## config.mk

```make
export PLATFORM = sky130hd
export DESIGN_NAME = sci_pkt_fifo_v2
export DESIGN_NICKNAME = d
export VERILOG_FILES = /design/src/rtl/sci_pkt_fifo_v2.sv
export SDC_FILE = /design/constraint.sdc
export NUM_CORES = 1
export LEC_CHECK = 0
export CORE_ASPECT_RATIO = 0.8
export CORE_MARGIN = 4
export CORE_UTILIZATION = 57
export DETAILED_ROUTE_END_ITERATION = 8
export DONT_BUFFER_PORTS = 1
export PLACE_DENSITY_LB_ADDON = 0.15
export SKIP_LAST_GASP = 1
export SYNTH_ARGS = -nofsm -noshare
export SYNTH_HDL_FRONTEND = slang
export SYNTH_SLANG_ARGS = --single-unit
```

## constraint.sdc

```tcl
create_clock -name Clk -period 6 [get_ports Clk]
set_clock_uncertainty 0.1 [all_clocks]
set_input_delay 1.2 -clock Clk [delete_from_list [all_inputs] [get_ports Clk]]
set_output_delay 1.2 -clock Clk [all_outputs]
set_load 0.1 [all_outputs]
```

## src/rtl/sci_pkt_fifo_v2.sv

```systemverilog
// Synchronous packet FIFO carrying {data, mode, result} words, with simultaneous push/pop,
// any depth >= 2, optional first-word-fall-through output, threshold flags and sticky errors.
module sci_pkt_fifo_v2 #(
  parameter int unsigned DATA_WIDTH = 32,
  parameter int unsigned NUM_MODES  = 4,
  parameter int unsigned RES_WIDTH  = 4,
  parameter int unsigned FIFO_DEPTH = 16,
  parameter int unsigned AF_THRESH  = 12,
  parameter int unsigned AE_THRESH  = 2,
  parameter int unsigned FWFT       = 1,
  localparam int unsigned W  = DATA_WIDTH + NUM_MODES + RES_WIDTH,
  localparam int unsigned CW = $clog2(FIFO_DEPTH + 1),
  localparam int unsigned PW = $clog2(FIFO_DEPTH)
) (
  input  logic          Clk,
  input  logic          Rst,
  input  logic          EN,
  input  logic          Flush,
  input  logic          ClrErr,
  input  logic          WR,
  input  logic [W-1:0]  dataIn,
  input  logic          RD,
  output logic [W-1:0]  dataOut,
  output logic          dataValid,
  output logic [CW-1:0] COUNT,
  output logic          EMPTY,
  output logic          FULL,
  output logic          ALMOST_FULL,
  output logic          ALMOST_EMPTY,
  output logic          OVF,
  output logic          UDF
);

  if (FIFO_DEPTH < 2) begin : g_chk_depth
    $error("sci_pkt_fifo_v2: FIFO_DEPTH must be >= 2");
  end
  if (AF_THRESH > FIFO_DEPTH) begin : g_chk_af
    $error("sci_pkt_fifo_v2: AF_THRESH must be <= FIFO_DEPTH");
  end
  if (AE_THRESH >= FIFO_DEPTH) begin : g_chk_ae
    $error("sci_pkt_fifo_v2: AE_THRESH must be < FIFO_DEPTH");
  end

  logic [W-1:0]  mem_q [FIFO_DEPTH];
  logic [PW-1:0] rd_ptr_q, rd_ptr_d;
  logic [PW-1:0] wr_ptr_q, wr_ptr_d;
  logic [CW-1:0] count_q, count_d;
  logic          ovf_q, ovf_d;
  logic          udf_q, udf_d;
  logic          empty, full, push, pop;

  function automatic logic [PW-1:0] next_ptr(input logic [PW-1:0] p);
    return (p == PW'(FIFO_DEPTH - 1)) ? '0 : p + PW'(1);
  endfunction

  assign empty = (count_q == '0);
  assign full  = (count_q == CW'(FIFO_DEPTH));

  // Flush masks the strobes so a flushed cycle neither moves data nor raises errors.
  assign pop  = EN & RD & ~empty & ~Flush;
  assign push = EN & WR & (~full | pop) & ~Flush;

  always_comb begin
    rd_ptr_d = rd_ptr_q;
    wr_ptr_d = wr_ptr_q;
    count_d  = count_q;
    if (push) wr_ptr_d = next_ptr(wr_ptr_q);
    if (pop)  rd_ptr_d = next_ptr(rd_ptr_q);
    case ({push, pop})
      2'b10:   count_d = count_q + CW'(1);
      2'b01:   count_d = count_q - CW'(1);
      default: count_d = count_q;
    endcase
    if (Flush) begin
      rd_ptr_d = '0;
      wr_ptr_d = '0;
      count_d  = '0;
    end
    // A fresh error outranks a simultaneous clear.
    ovf_d = (ovf_q & ~ClrErr) | (EN & WR & full & ~pop & ~Flush);
    udf_d = (udf_q & ~ClrErr) | (EN & RD & empty & ~Flush);
  end

  always_ff @(posedge Clk) begin
    if (!Rst) begin
      rd_ptr_q <= '0;
      wr_ptr_q <= '0;
      count_q  <= '0;
      ovf_q    <= 1'b0;
      udf_q    <= 1'b0;
    end else begin
      rd_ptr_q <= rd_ptr_d;
      wr_ptr_q <= wr_ptr_d;
      count_q  <= count_d;
      ovf_q    <= ovf_d;
      udf_q    <= udf_d;
    end
  end

  always_ff @(posedge Clk) begin
    if (Rst && push) mem_q[wr_ptr_q] <= dataIn;
  end

  if (FWFT != 0) begin : g_fwft
    assign dataValid = ~empty;
    assign dataOut   = empty ? '0 : mem_q[rd_ptr_q];
  end else begin : g_reg_rd
    logic [W-1:0] dout_q, dout_d;
    logic         dvalid_q, dvalid_d;

    // The array read sees pre-edge contents, so a same-address write returns old data.
    always_comb begin
      dout_d   = dout_q;
      dvalid_d = 1'b0;
      if (pop) begin
        dout_d   = mem_q[rd_ptr_q];
        dvalid_d = 1'b1;
      end
    end

    always_ff @(posedge Clk) begin
      if (!Rst) begin
        dout_q   <= '0;
        dvalid_q <= 1'b0;
      end else begin
        dout_q   <= dout_d;
        dvalid_q <= dvalid_d;
      end
    end

    assign dataOut   = dout_q;
    assign dataValid = dvalid_q;
  end

  assign COUNT        = count_q;
  assign EMPTY        = empty;
  assign FULL         = full;
  assign ALMOST_FULL  = (count_q >= CW'(AF_THRESH));
  assign ALMOST_EMPTY = (count_q <= CW'(AE_THRESH));
  assign OVF          = ovf_q;
  assign UDF          = udf_q;

endmodule

```

* Word level (Yosys, flattened, before mapping) *
Memories as Yosys holds them, arrays and structs flattened. A register that Yosys moved wholly into a read port is not among the register bits.
Cells that the tools add are included.

word-level totals
  memories kept = 1
  register bits = 15
  memory bits (writable) = 640
  output and inout bits = 52
  input bits = 47
  logic and storage cells = 51

memories
  name   words  width  rd ports  clocked after memory_dff  write ports  line  source
  mem_q  16     40     1         1                         1            44    logic [W-1:0] mem_q [FIFO_DEPTH];

operators by class
  bitwise operators = 22
  multiplexer cells = 8
  order comparisons = 2
  reductions and logical operators = 4
  $add $sub $neg = 4
  eq/ne operators = 5

operators with widths
  operator                                                            count
  2-to-1 mux 40 bit                                                   1
  2-to-1 mux 4 bit                                                    4
  bitwise AND 1 bit                                                   13
  one-hot mux 5 bit (2 select lines)                                  1
  adder 4 x 1 -> 4 bit (second input constant)                        2
  equality test 4 bit (second input constant)                         2
  inverter 1 bit                                                      6
  adder 5 x 1 -> 5 bit (second input constant)                        1
  equality test 5 bit (second input constant)                         1
  greater-or-equal comparator 5 x 4 -> 1 bit (second input constant)  1
  <= comparator 5 x 2 -> 1 bit (second input constant)                1
  zero test 5 bit                                                     1
  subtractor 5 x 1 -> 5 bit (second input constant)                   1
  bitwise OR 1 bit                                                    3
  equality test 2 x 1 -> 1 bit (second input constant)                1
  equality test 2 bit (second input constant)                         1
  2-to-1 mux 1 bit                                                    2
  nonzero test 2 bit                                                  1
  OR reduction 2 bit                                                  1
  logical AND 1 bit                                                   1

* Depth between registers and ports, before layout *
Gate-level depths: netlist (run 1).

  depth after elaboration = 10
  depth in mapped cells = 10

* Least setup slack after synthesis (run 1) *
Ideal clock, no wire load.

  path type = reg2out
  start point = reg count_q[4] (netlist: COUNT[4])
  end point = out ALMOST_EMPTY
  data required time = 4.700 ns
  slack = -0.968 ns
  buffers on the path = 1
  cell stages (with the launch flop) = 3
  arrival = 5.668 ns
  cells stage by stage = dfxtp_1 -> buf_2 -> a2111oi_0

on the way
  longest elaborated chain between the ends = 1

RTL lines
  element                       line  source
  start, declared               47    logic [CW-1:0] count_q, count_d;
  start signal, assigned        94    count_q <= count_d;
  <= comparator 5 x 2 -> 1 bit  139   assign ALMOST_EMPTY = (count_q <= CW'(AE_THRESH));
  end, declared                 29    output logic ALMOST_EMPTY,

No other way between the ends.

* Worst setup path after layout (run 1) *
  start point = reg count_q[0] (netlist: COUNT[0])
  end point = out dataOut[37]

on the way
  longest elaborated chain between the ends = 2

RTL lines
  element            line  source
  zero test 5 bit    56    assign empty = (count_q == '0);
  net EMPTY          26    output logic EMPTY,
  2-to-1 mux 40 bit  106   assign dataOut = empty ? '0 : mem_q[rd_ptr_q];
  end, declared      23    output logic [W-1:0] dataOut,

The timed path passes the listed nets, and every way through them passes these cells.

==> flow_metrics.py, run 1 <==
metrics = {
    "logic_synthesis": {
        "ys_types": 43,
        "syn_area_mm2": 0.0253,
        "synthCells": 1113,
        "ys_seq_area_frac": 0.773,
        "yosysWarnings": 0,
        "ys_ff_latch": 659,
        "syn_avg_cell_area_um2": 22.8,
        "syn-num-nets": 1170,
    },
    "routing": {
        "wirelength_um": 51200,
        "firstDrtPassIters": 5,
        "ant_nets": 0,
        "via_count": 11600,
        "wire_per_inst_um": 27.6,
        "viasPerCell": 6.26,
        "first_iter_violations": 1260,
        "drc_errors": 0,
    },
    "setup_path": {
        "r2r-end": "COUNT[4]",
        "rr_startpoint": "COUNT[0]",
        "cp-end-kind": "output pin",
        "critical_path_peak_fanout": 22,
        "reg2reg_depth": 9,
        "crit_required_ns": 4.70,
        "critPathLaunchType": "flop",
        "worstSetupPathType": "reg2out",
        "worstSetupEndpoint": "dataOut[37]",
        "r2r_slack_ns": 2.10,
        "arrival_ns": 4.32,
        "startpoint": "COUNT[0]",
    },
    "min_path": {
        "hp-start": "rd_ptr_q[0]",
        "hold_path.class": "reg2reg",
    },
    "placement": {
        "dp_cells": 1743,
        "place_congestion": 0.746,
        "dpl.hpwl_um": 28300,
        "place_ws_ns": 1.05,
        "portBuffers": 0,
    },
    "global_route": {
        "grt_pass1_vias": 11800,
        "grt_usage": 0.218,
        "antenna_found_initial": 1,
        "overflow": 0,
        "grt_start_max_net_pins": 52,
        "grt_pass1_wl_um": 77300,
    },
    "final_layout": {
        "area_growth_pct": 13.7,
        "antenna_cells": 0,
        "layout-drive-gt1-share": 0.325,
        "regArea_mm2": 0.0196,
        "multiInputGateArea_mm2": 0.00552,
        "nFillCells": 2823,
        "final_cells": 1858,
        "nets": 1268,
    },
    "power_and_ir_drop": {
        "power.leakage_uw": 0.00884,
        "design_power_total_uw": 8910,
        "switching_share": 0.191,
        "seqPwrFrac": 0.568,
        "ir_drop_mv": 0.226,
        "power_density_mw_per_mm2": 309,
        "combPwrFrac": 0.010,
        "internal_power_uw": 7200,
        "clockPowerShare": 0.423,
        "p_switching_uw": 1700,
    },
    "clock_tree": {
        "post_cts_resized": 0,
        "cts-root-buf": "clkbuf_16",
        "cts_buffer_depth": 3,
        "cts_setup_buffers": 0,
        "cts_hold_buf": 0,
        "cts_buffers": 61,
        "htree_levels": 2,
        "clock_sinks": 659,
        "clk_latency_ns": 0.62,
        "clk_pin_slew_ns": 0.06,
        "tritoncts": "done",
    },
    "sta": {
        "worst_pin_slew_ns": 1.19,
        "holdWs_ns": 0.410,
        "rsz0062_at_grt": "no",
        "fin_ws_ns": 0.379,
        "period_share": 0.937,
        "final-hold-violation-count": 0,
        "setup_viol": 0,
        "max_freq_mhz": 178,
        "maxSlewViolCount": 0,
        "min_period_ns": 5.62,
        "slew_headroom": 0.203,
    },
    "floorplanning": {
        "die_h_um": 197,
        "die_w_um": 244,
        "row_count": 68,
        "dieArea_mm2": 0.0479,
        "ios": 99,
        "fp.coreArea_mm2": 0.0436,
        "initial_core_util": 0.582,
    },
    "outcome": {
        "status": "finished, final reports clean",
    },
    "flow_run": {
        "maxCapViolations": 0,
    },
}
-- cells in the final DEF, fill, tap and decap left out, types with 4 or more instances in the layout --
master and count:
bufinv_16 6, nand2b_1 6, mux4_2 160, nand2_1 11
a21oi_1 9, clkinv_1 15, clkinv_2 13, edfxtp_1 640
clkbuf_16 62, nor2_1 11, inv_1 8, buf_12 18
nor3_2 12, mux2_2 40, ha_1 9, nor4_2 4
a221o_1 40, dfxtp_1 16, nand3_1 4, nor2b_1 44
buf_4 75, clkbuf_1 11
-- cells in the mapped netlist --
library cell  count  area [µm²]
nand2_1          11        41.3
nand4b_1          1        8.76
or4_4             1        11.3
buf_1             1        3.75
xor2_1            3        26.3
nor3_1           12        60.1
dfxtp_1          19         380
or3_1             2        12.5
a21o_1            2        15.0
nor2_1           12        45.0
buf_2            24         120
fa_1              1        20.0
a21bo_2           1        10.0
mux2i_1           3        30.0
a2111oi_0         1        8.76
buf_12            3        60.1
o211ai_2          1        12.5
a221o_1          40         400
a311o_1           2        20.0
nand3_1           4        20.0
o21ai_1           1        5.00
a21boi_0          1        7.51
mux4_2          160        3600
and3b_1           1        8.76
a21oi_1           9        45.0
o21a_1            1        7.51
inv_1             8        30.0
nand2b_1          6        37.5
and2_1            1        6.26
o211ai_1          2        15.0
or4_1             2        15.0
nor2b_1          44         275
edfxtp_1        640       19200
mux2_2           40         450
clkbuf_1         30         113
inv_2             1        3.75
nand3b_1          1        7.51
buf_6             1        11.3
ha_1              9         113
nor3b_1           2        15.0
nor4_1            5        31.3
o21ai_0           3        15.0
a31o_2            1        8.76
-- through the flow --
stage | area (µm²) | utilization | TNS [ns]
floorplan | 25400 | - | -52.01
global placement | 26900 | 0.617 | 0
detailed placement | 26900 | 0.617 | 0
CTS | 28800 | 0.662 | 0
global route | 28800 | 0.662 | 0
finish | 28800 | 0.662 | 0
-- sequential cells by signal, summed over array words and instances (netlist names), named ones only --
signal / cells
mem_q: 640
COUNT: 5
rd_ptr_q: 4
wr_ptr_q: 4
OVF: 1
UDF: 1
-- how the worst min path moves through the flow --
stage,to,slack [ns],cells after the start
6_report,flop,0.41,2
4_1_cts,flop,0.41,2
3_3_place_gp,flop,0.38,2
5_1_grt,flop,0.47,2
2_1_floorplan,flop,0.37,2
3_5_place_dp,flop,0.40,2
-- layer usage --
metal	track usage	wire length, µm
met5	0	0
met4	0.0588	1070
met3	0.0351	2940
met2	0.337	24600
met1	0.334	22600
-- area by class of cell --
class | instances | area share
flip-flops and latches | 659 | 0.680
clock buffers | 72 | 0.0544
inverters | 9 | 0.00117
multi-input cells | 386 | 0.192
clock inverters | 43 | 0.0136
well taps | 595 | 0.0258
repair buffers | 94 | 0.0329
-- power by group through the flow --
stage	Clock [µW]	Sequential [µW]	Combinational, µW
global placement	0	5150	86.6
detailed placement	0	5150	86.8
floorplan	0	5160	63.5
global route	4050	5050	90.1
finish	3760	5060	86.7
CTS	3840	5050	87.2
-- logic make-up after synthesis --
logic type	synth area share
xor gates and xnor gates	0.00104
muxes	0.161
adders and majority gates	0.00523
DFF	0.773
buffers and inverters	0.0135
AOI/OAI and AO/OA	0.0225
and+or+nand+nor	0.0235
-- worst max-delay path, stage by stage (launching register included) --
cell and delay, ns:
dfxtp_1 1.12, nor4_1 0.22, nand2b_1 0.15, buf_4 0.30
inv_2 0.31, nor2_4 0.68, buf_4 0.42, a221o_1 0.19
buf_4 0.28
Note: power is estimated with default switching activity, not from simulation.
==> run 2: changes to the inputs <==
--- a/config.mk
+++ b/config.mk
@@ -5,6 +5,7 @@
 export SDC_FILE = /design/constraint.sdc
 export NUM_CORES = 1
 export LEC_CHECK = 0
+export ABC_AREA = 1
 export CORE_ASPECT_RATIO = 0.8
 export CORE_MARGIN = 4
 export CORE_UTILIZATION = 57
==> flow_metrics.py, run 2 <==
metrics = {
    "global_route": {
        "grt_pass1_wl_um": 98400,
        "antenna_found_initial": 0,
        "grt_pass1_vias": 16400,
        "grt_usage": 0.252,
        "grt_start_max_net_pins": 207,
        "overflow": 0,
        "busiest_layer": "met2",
        "use_met1": 0.371,
        "grtUsageMet2": 0.390,
        "met3_usage": 0.0498,
    },
    "logic_synthesis": {
        "synth_top_area_share": 0.716,
        "ys_types": 26,
        "yosysWarnings": 0,
        "syn_area_mm2": 0.0268,
        "syn-num-nets": 2326,
        "ys_seq_area_frac": 0.730,
        "yosysMostFrequentCell": "nand2_1",
        "synthCells": 2269,
        "ys_top_cells_by_area": "edfxtp_1, nand2_1, nand3_1, dfxtp_1, buf_4",
        "ys_ff_latch": 659,
        "yosysTopAreaCell": "edfxtp_1",
        "ys_top_cells_by_count": "nand2_1, edfxtp_1, nand3_1, a21oi_1, buf_4",
        "synth_ff_type": "edfxtp_1",
        "synth-edff-count": 640,
        "syn_avg_cell_area_um2": 11.8,
        "synthArstFlopShare": 0,
    },
    "sta": {
        "holdWs_ns": 0.399,
        "slew_headroom": 0.214,
        "setup_viol": 0,
        "min_period_ns": 4.77,
        "rsz0062_at_grt": "no",
        "setup_tns_ns": 0,
        "worst_pin_slew_ns": 1.18,
        "max_freq_mhz": 210,
        "period_share": 0.796,
        "final-hold-violation-count": 0,
        "maxSlewViolCount": 0,
    },
    "routing": {
        "via_count": 17000,
        "drc_errors": 0,
        "wirelength_um": 64500,
        "ant_nets": 0,
        "first_iter_violations": 1871,
        "wire_per_inst_um": 22.0,
        "firstDrtPassIters": 5,
        "viasPerCell": 5.81,
    },
    "clock_tree": {
        "cts_buffer_depth": 3,
        "cts_setup_buffers": 0,
        "clk_latency_ns": 0.60,
        "clk_pin_slew_ns": 0.06,
        "cts_buffers": 61,
        "cts_hold_buf": 0,
        "post_cts_resized": 0,
        "htree_levels": 2,
        "cts-root-buf": "clkbuf_16",
        "clock_sinks": 659,
        "tritoncts": "done",
    },
    "setup_path": {
        "arrival_ns": 3.47,
        "crit_required_ns": 4.70,
        "critPathMaxStageDelay_ns": 0.60,
        "path_cells": "inv_8 > buf_12 > nand2_1 > nand3_1 > nand3_1 > nand2_1 > nand2_1 > a21oi_2 > buf_4",
        "crit_family": "buffers and inverters",
        "slowest_stage": "inv_8",
        "cp-end-kind": "output pin",
        "critical_path_peak_fanout": 128,
        "crit_top_cell": "nand2_1",
        "critPathLaunchType": "flop",
        "critPathBufInv": 3,
        "worstSetupPathType": "reg2out",
    },
    "floorplanning": {
        "die_w_um": 251,
        "dieArea_mm2": 0.0506,
        "fp.coreArea_mm2": 0.0462,
        "die_h_um": 202,
        "row_count": 70,
        "initial_core_util": 0.581,
        "ios": 99,
    },
    "final_layout": {
        "largest_register": "mem_q",
        "largest_reg_flops": 640,
        "mostFrequentLayoutCells": "nand2_1, edfxtp_1, nand3_1",
        "layout-drive-gt1-share": 0.0961,
        "layout_commonest_cell": "nand2_1",
        "area_growth_pct": 10.2,
        "nets": 2331,
        "antenna_cells": 0,
    },
    "power_and_ir_drop": {
        "p_switching_uw": 1820,
        "seqPwrFrac": 0.557,
        "design_power_total_uw": 9090,
        "power.leakage_uw": 0.0105,
        "ir_drop_mv": 0.271,
        "clockPowerShare": 0.415,
        "internal_power_uw": 7260,
        "switching_share": 0.201,
        "combPwrFrac": 0.029,
        "power_density_mw_per_mm2": 307,
    },
    "placement": {
        "portBuffers": 0,
        "place_congestion": 0.782,
        "dpl.hpwl_um": 33200,
    },
    "min_path": {
        "hold_path.class": "reg2reg",
    },
    "flow_run": {
        "maxCapViolations": 0,
    },
    "outcome": {
        "status": "finished, final reports clean",
    },
}
-- run 2: cell types whose count changed after synthesis, sizes merged, moves of 7 or more --
cell,delta
nand2,+826
nand3,+486
mux4,-160
buf,+80
a21oi,+45
nor2b,-44
a221o,-40
mux2,-40
inv,+27
nor2,+10
nor3,-7
-- run 2: power groups by stage --
stage               sequential (µW)  clock [µW]  combinational (µW)
global placement               5160           0                 258
finish                         5060        3770                 260
detailed placement             5160           0                 260
global route                   5060        4020                 273
CTS                            5060        3810                 261
floorplan                      5160           0                 197
-- run 2: routing by layer --
| metal | up-vias | part of all wire |
|---|---|---|
| met5 | - | 0 |
| met1 | 8245 | 0.43 |
| met3 | 100 | 0.094 |
| met4 | 0 | 0.022 |
| met2 | 746 | 0.46 |
| li1 | 7943 | - |
-- run 2: final timing paths --
check / end / startpoint / depth (start not counted) / slack [ns]
max: dataOut[36] / flop / 9 / 1.23
max reg2reg: mem_q[9][24] / COUNT[1] / 7 / 1.99
min: flop / rd_ptr_q[1] / 2 / 0.40
min reg2reg: flop / rd_ptr_q[1] / 2 / 0.40
-- run 2: cell type report --
type / count / area [µm²]
clock inverter: 26 / 267
tap: 612 / 766
timing repair buffer: 79 / 631
fill: 3419 / 16600
clock buffer: 83 / 1650
inverter: 38 / 159
multi-input combinational: 1435 / 6480
sequential: 659 / 19600
-- run 2: cell families after synthesis --
kind of cell | after synthesis | share of synthesized area
AOI/OAI and AO/OA | 65 | 0.0129
xor gates and xnor gates | 3 | 0.000979
adders and majority gates | 10 | 0.00494
buffers and inverters | 175 | 0.0377
DFF | 659 | 0.730
and+or+nand+nor | 1357 | 0.213
-- run 2: through the flow --
stage / utilization / setup WS (ns) / cells / cell area [µm²]
after CTS: 0.640 / 1.25 / 2932 / 29600
after detailed placement: 0.599 / 1.92 / 2823 / 27600
after global routing: 0.640 / 1.02 / 2932 / 29600
after global placement: 0.599 / 1.94 / 2823 / 27600
after floorplan: - / 0.345 / 2269 / 26800
final: 0.640 / 1.23 / 2932 / 29600
-- run 2: tightest hold or removal path, stage by stage, from the launching register on --
cell and delay [ns]:
dfxtp_1 0.31, inv_1 0.07, a21oi_1 0.08
==> run 3: changes to the inputs <==
==> constraint.sdc (replaced) <==
create_clock -name Clk -period 3.9 [get_ports Clk]
set_clock_uncertainty 0.1 [all_clocks]
set_input_delay 0.78 -clock Clk [delete_from_list [all_inputs] [get_ports Clk]]
set_output_delay 0.78 -clock Clk [all_outputs]
set_load 0.1 [all_outputs]
==> flow_metrics.py, run 3 (synthesized netlist as in run 2, its figures left out) <==
metrics = {
    "sta": {
        "worst_pin_slew_ns": 0.973,
        "max_freq_mhz": 270,
        "min_period_ns": 3.71,
        "period_share": 0.951,
        "final-hold-violation-count": 0,
        "slew_headroom": 0.350,
        "setup_tns_ns": 0,
        "maxSlewViolCount": 0,
        "setup_viol": 0,
        "rsz0062_at_grt": "no",
    },
    "global_route": {
        "grt_usage": 0.257,
        "overflow": 0,
        "antenna_found_initial": 0,
        "grt_pass1_vias": 16700,
        "grt_start_max_net_pins": 180,
        "grt_pass1_wl_um": 101000,
    },
    "flow_run": {
        "maxCapViolations": 0,
    },
    "routing": {
        "drc_errors": 0,
        "via_count": 17400,
        "ant_nets": 0,
        "wirelength_um": 66300,
        "viasPerCell": 5.89,
        "first_iter_violations": 1718,
        "firstDrtPassIters": 5,
        "wire_per_inst_um": 22.4,
    },
    "floorplanning": {
        "fp.coreArea_mm2": 0.0462,
        "ios": 99,
        "row_count": 70,
        "dieArea_mm2": 0.0506,
        "die_h_um": 202,
        "initial_core_util": 0.581,
        "die_w_um": 251,
    },
    "power_and_ir_drop": {
        "design_power_total_uw": 14200,
        "power.leakage_uw": 0.0108,
        "power_density_mw_per_mm2": 465,
        "ir_drop_mv": 0.338,
    },
    "clock_tree": {
        "tritoncts": "done",
        "cts_hold_buf": 0,
        "htree_levels": 2,
        "cts_buffers": 61,
        "cts_buffer_depth": 3,
        "clk_pin_slew_ns": 0.06,
        "clock_sinks": 659,
        "clk_latency_ns": 0.62,
        "cts-root-buf": "clkbuf_16",
    },
    "final_layout": {
        "largest_reg_flops": 640,
        "postLayoutCoreUtil": 0.663,
        "largest_register": "mem_q",
        "nFillCells": 3323,
        "layout_commonest_cell": "nand2_1",
        "layout-drive-gt1-share": 0.110,
        "mostFrequentLayoutCells": "nand2_1, edfxtp_1, nand3_1",
        "antenna_cells": 0,
        "area_growth_pct": 14.0,
        "multiInputGateArea_mm2": 0.00658,
        "regArea_mm2": 0.0196,
        "nets": 2350,
    },
    "setup_path": {
        "crit_required_ns": 3.02,
        "cp-end-kind": "output pin",
        "worstSetupPathType": "reg2out",
        "critical_path_peak_fanout": 57,
        "critPathLaunchType": "flop",
        "arrival_ns": 2.83,
    },
    "placement": {
        "dpl.hpwl_um": 32500,
        "portBuffers": 0,
        "place_congestion": 0.760,
    },
    "min_path": {
        "hold_path.class": "in2reg",
    },
    "outcome": {
        "status": "finished, final reports clean",
    },
}
-- run 3: cell types whose count changed in the layout (fill, tap and decap cells not counted), moves of 5 or more --
cell | before | now
buf_4 | 76 | 40
clkinv_2 | 6 | 14
clkbuf_16 | 61 | 66
dfxtp_2 | 1 | 6
a21oi_2 | 41 | 28
buf_12 | 3 | 56
a21oi_4 | 0 | 13
dfxtp_1 | 15 | 10
-- run 3: what timing repair did --
action,in CTS,in global routing
gates resized for setup,0,1
endpoints found under the setup margin,0,13
setup buffers,0,0
-- run 3: critical path, stage by stage (launching register included) --
cell and delay, ns:
dfxtp_4 0.48, inv_8 0.34, buf_12 0.30, nand2_1 0.11, nand3_1 0.09, nand3_1 0.08, nand2_1 0.07, nand2_1 0.07
a21oi_2 0.34, buf_12 0.22
-- run 3: path summary, 6_finish.rpt --
check                        to  cells past startpoint  slack [ns]  startpoint
hold / removal    mem_q[13][10]                      0        0.15  dataIn[10]
hold reg to reg        COUNT[4]                      2        0.40    COUNT[4]
setup / recovery    dataOut[18]                      9        0.19        flop
setup reg to reg       COUNT[4]                     13        1.12    COUNT[4]
-- run 3: layout make-up --
| cell class | count | area share |
|---|---|---|
| clock buffers | 84 | 0.0558 |
| clock inverters | 31 | 0.00977 |
| inverters | 38 | 0.00519 |
| multi-input cells | 1435 | 0.215 |
| flip-flops and latches | 659 | 0.641 |
| well taps | 612 | 0.0250 |
| repair buffers | 98 | 0.0482 |
-- run 3: layer usage --
layer  global-route usage  up-vias  wire length [µm]  part of all wire
met2                0.413      729             31000              0.47
met1                0.371     8530             28400              0.43
li1                     -     8002                 -                 -
met4               0.0705        0              1670             0.025
met5                    0        -                 0                 0
met3               0.0428      141              5240             0.079
-- run 3: power breakdown --
group / internal, µW / switching (µW) / total, µW
combinational: 143 / 363 / 506
clock: 3450 / 2510 / 5960
sequential: 7770 / 7.30 / 7780
-- run 3: metrics by stage --
step | hold WS, ns | area, µm² | instances | setup slack (ns)
floorplan | 0.360 | 27100 | 2269 | -0.754
global placement | 0.376 | 28600 | 2841 | 0.769
detailed placement | 0.389 | 28600 | 2841 | 0.750
CTS | 0.113 | 30600 | 2956 | 0.0569
global route | 0.124 | 30600 | 2957 | 0.0735
finish | 0.148 | 30600 | 2957 | 0.192
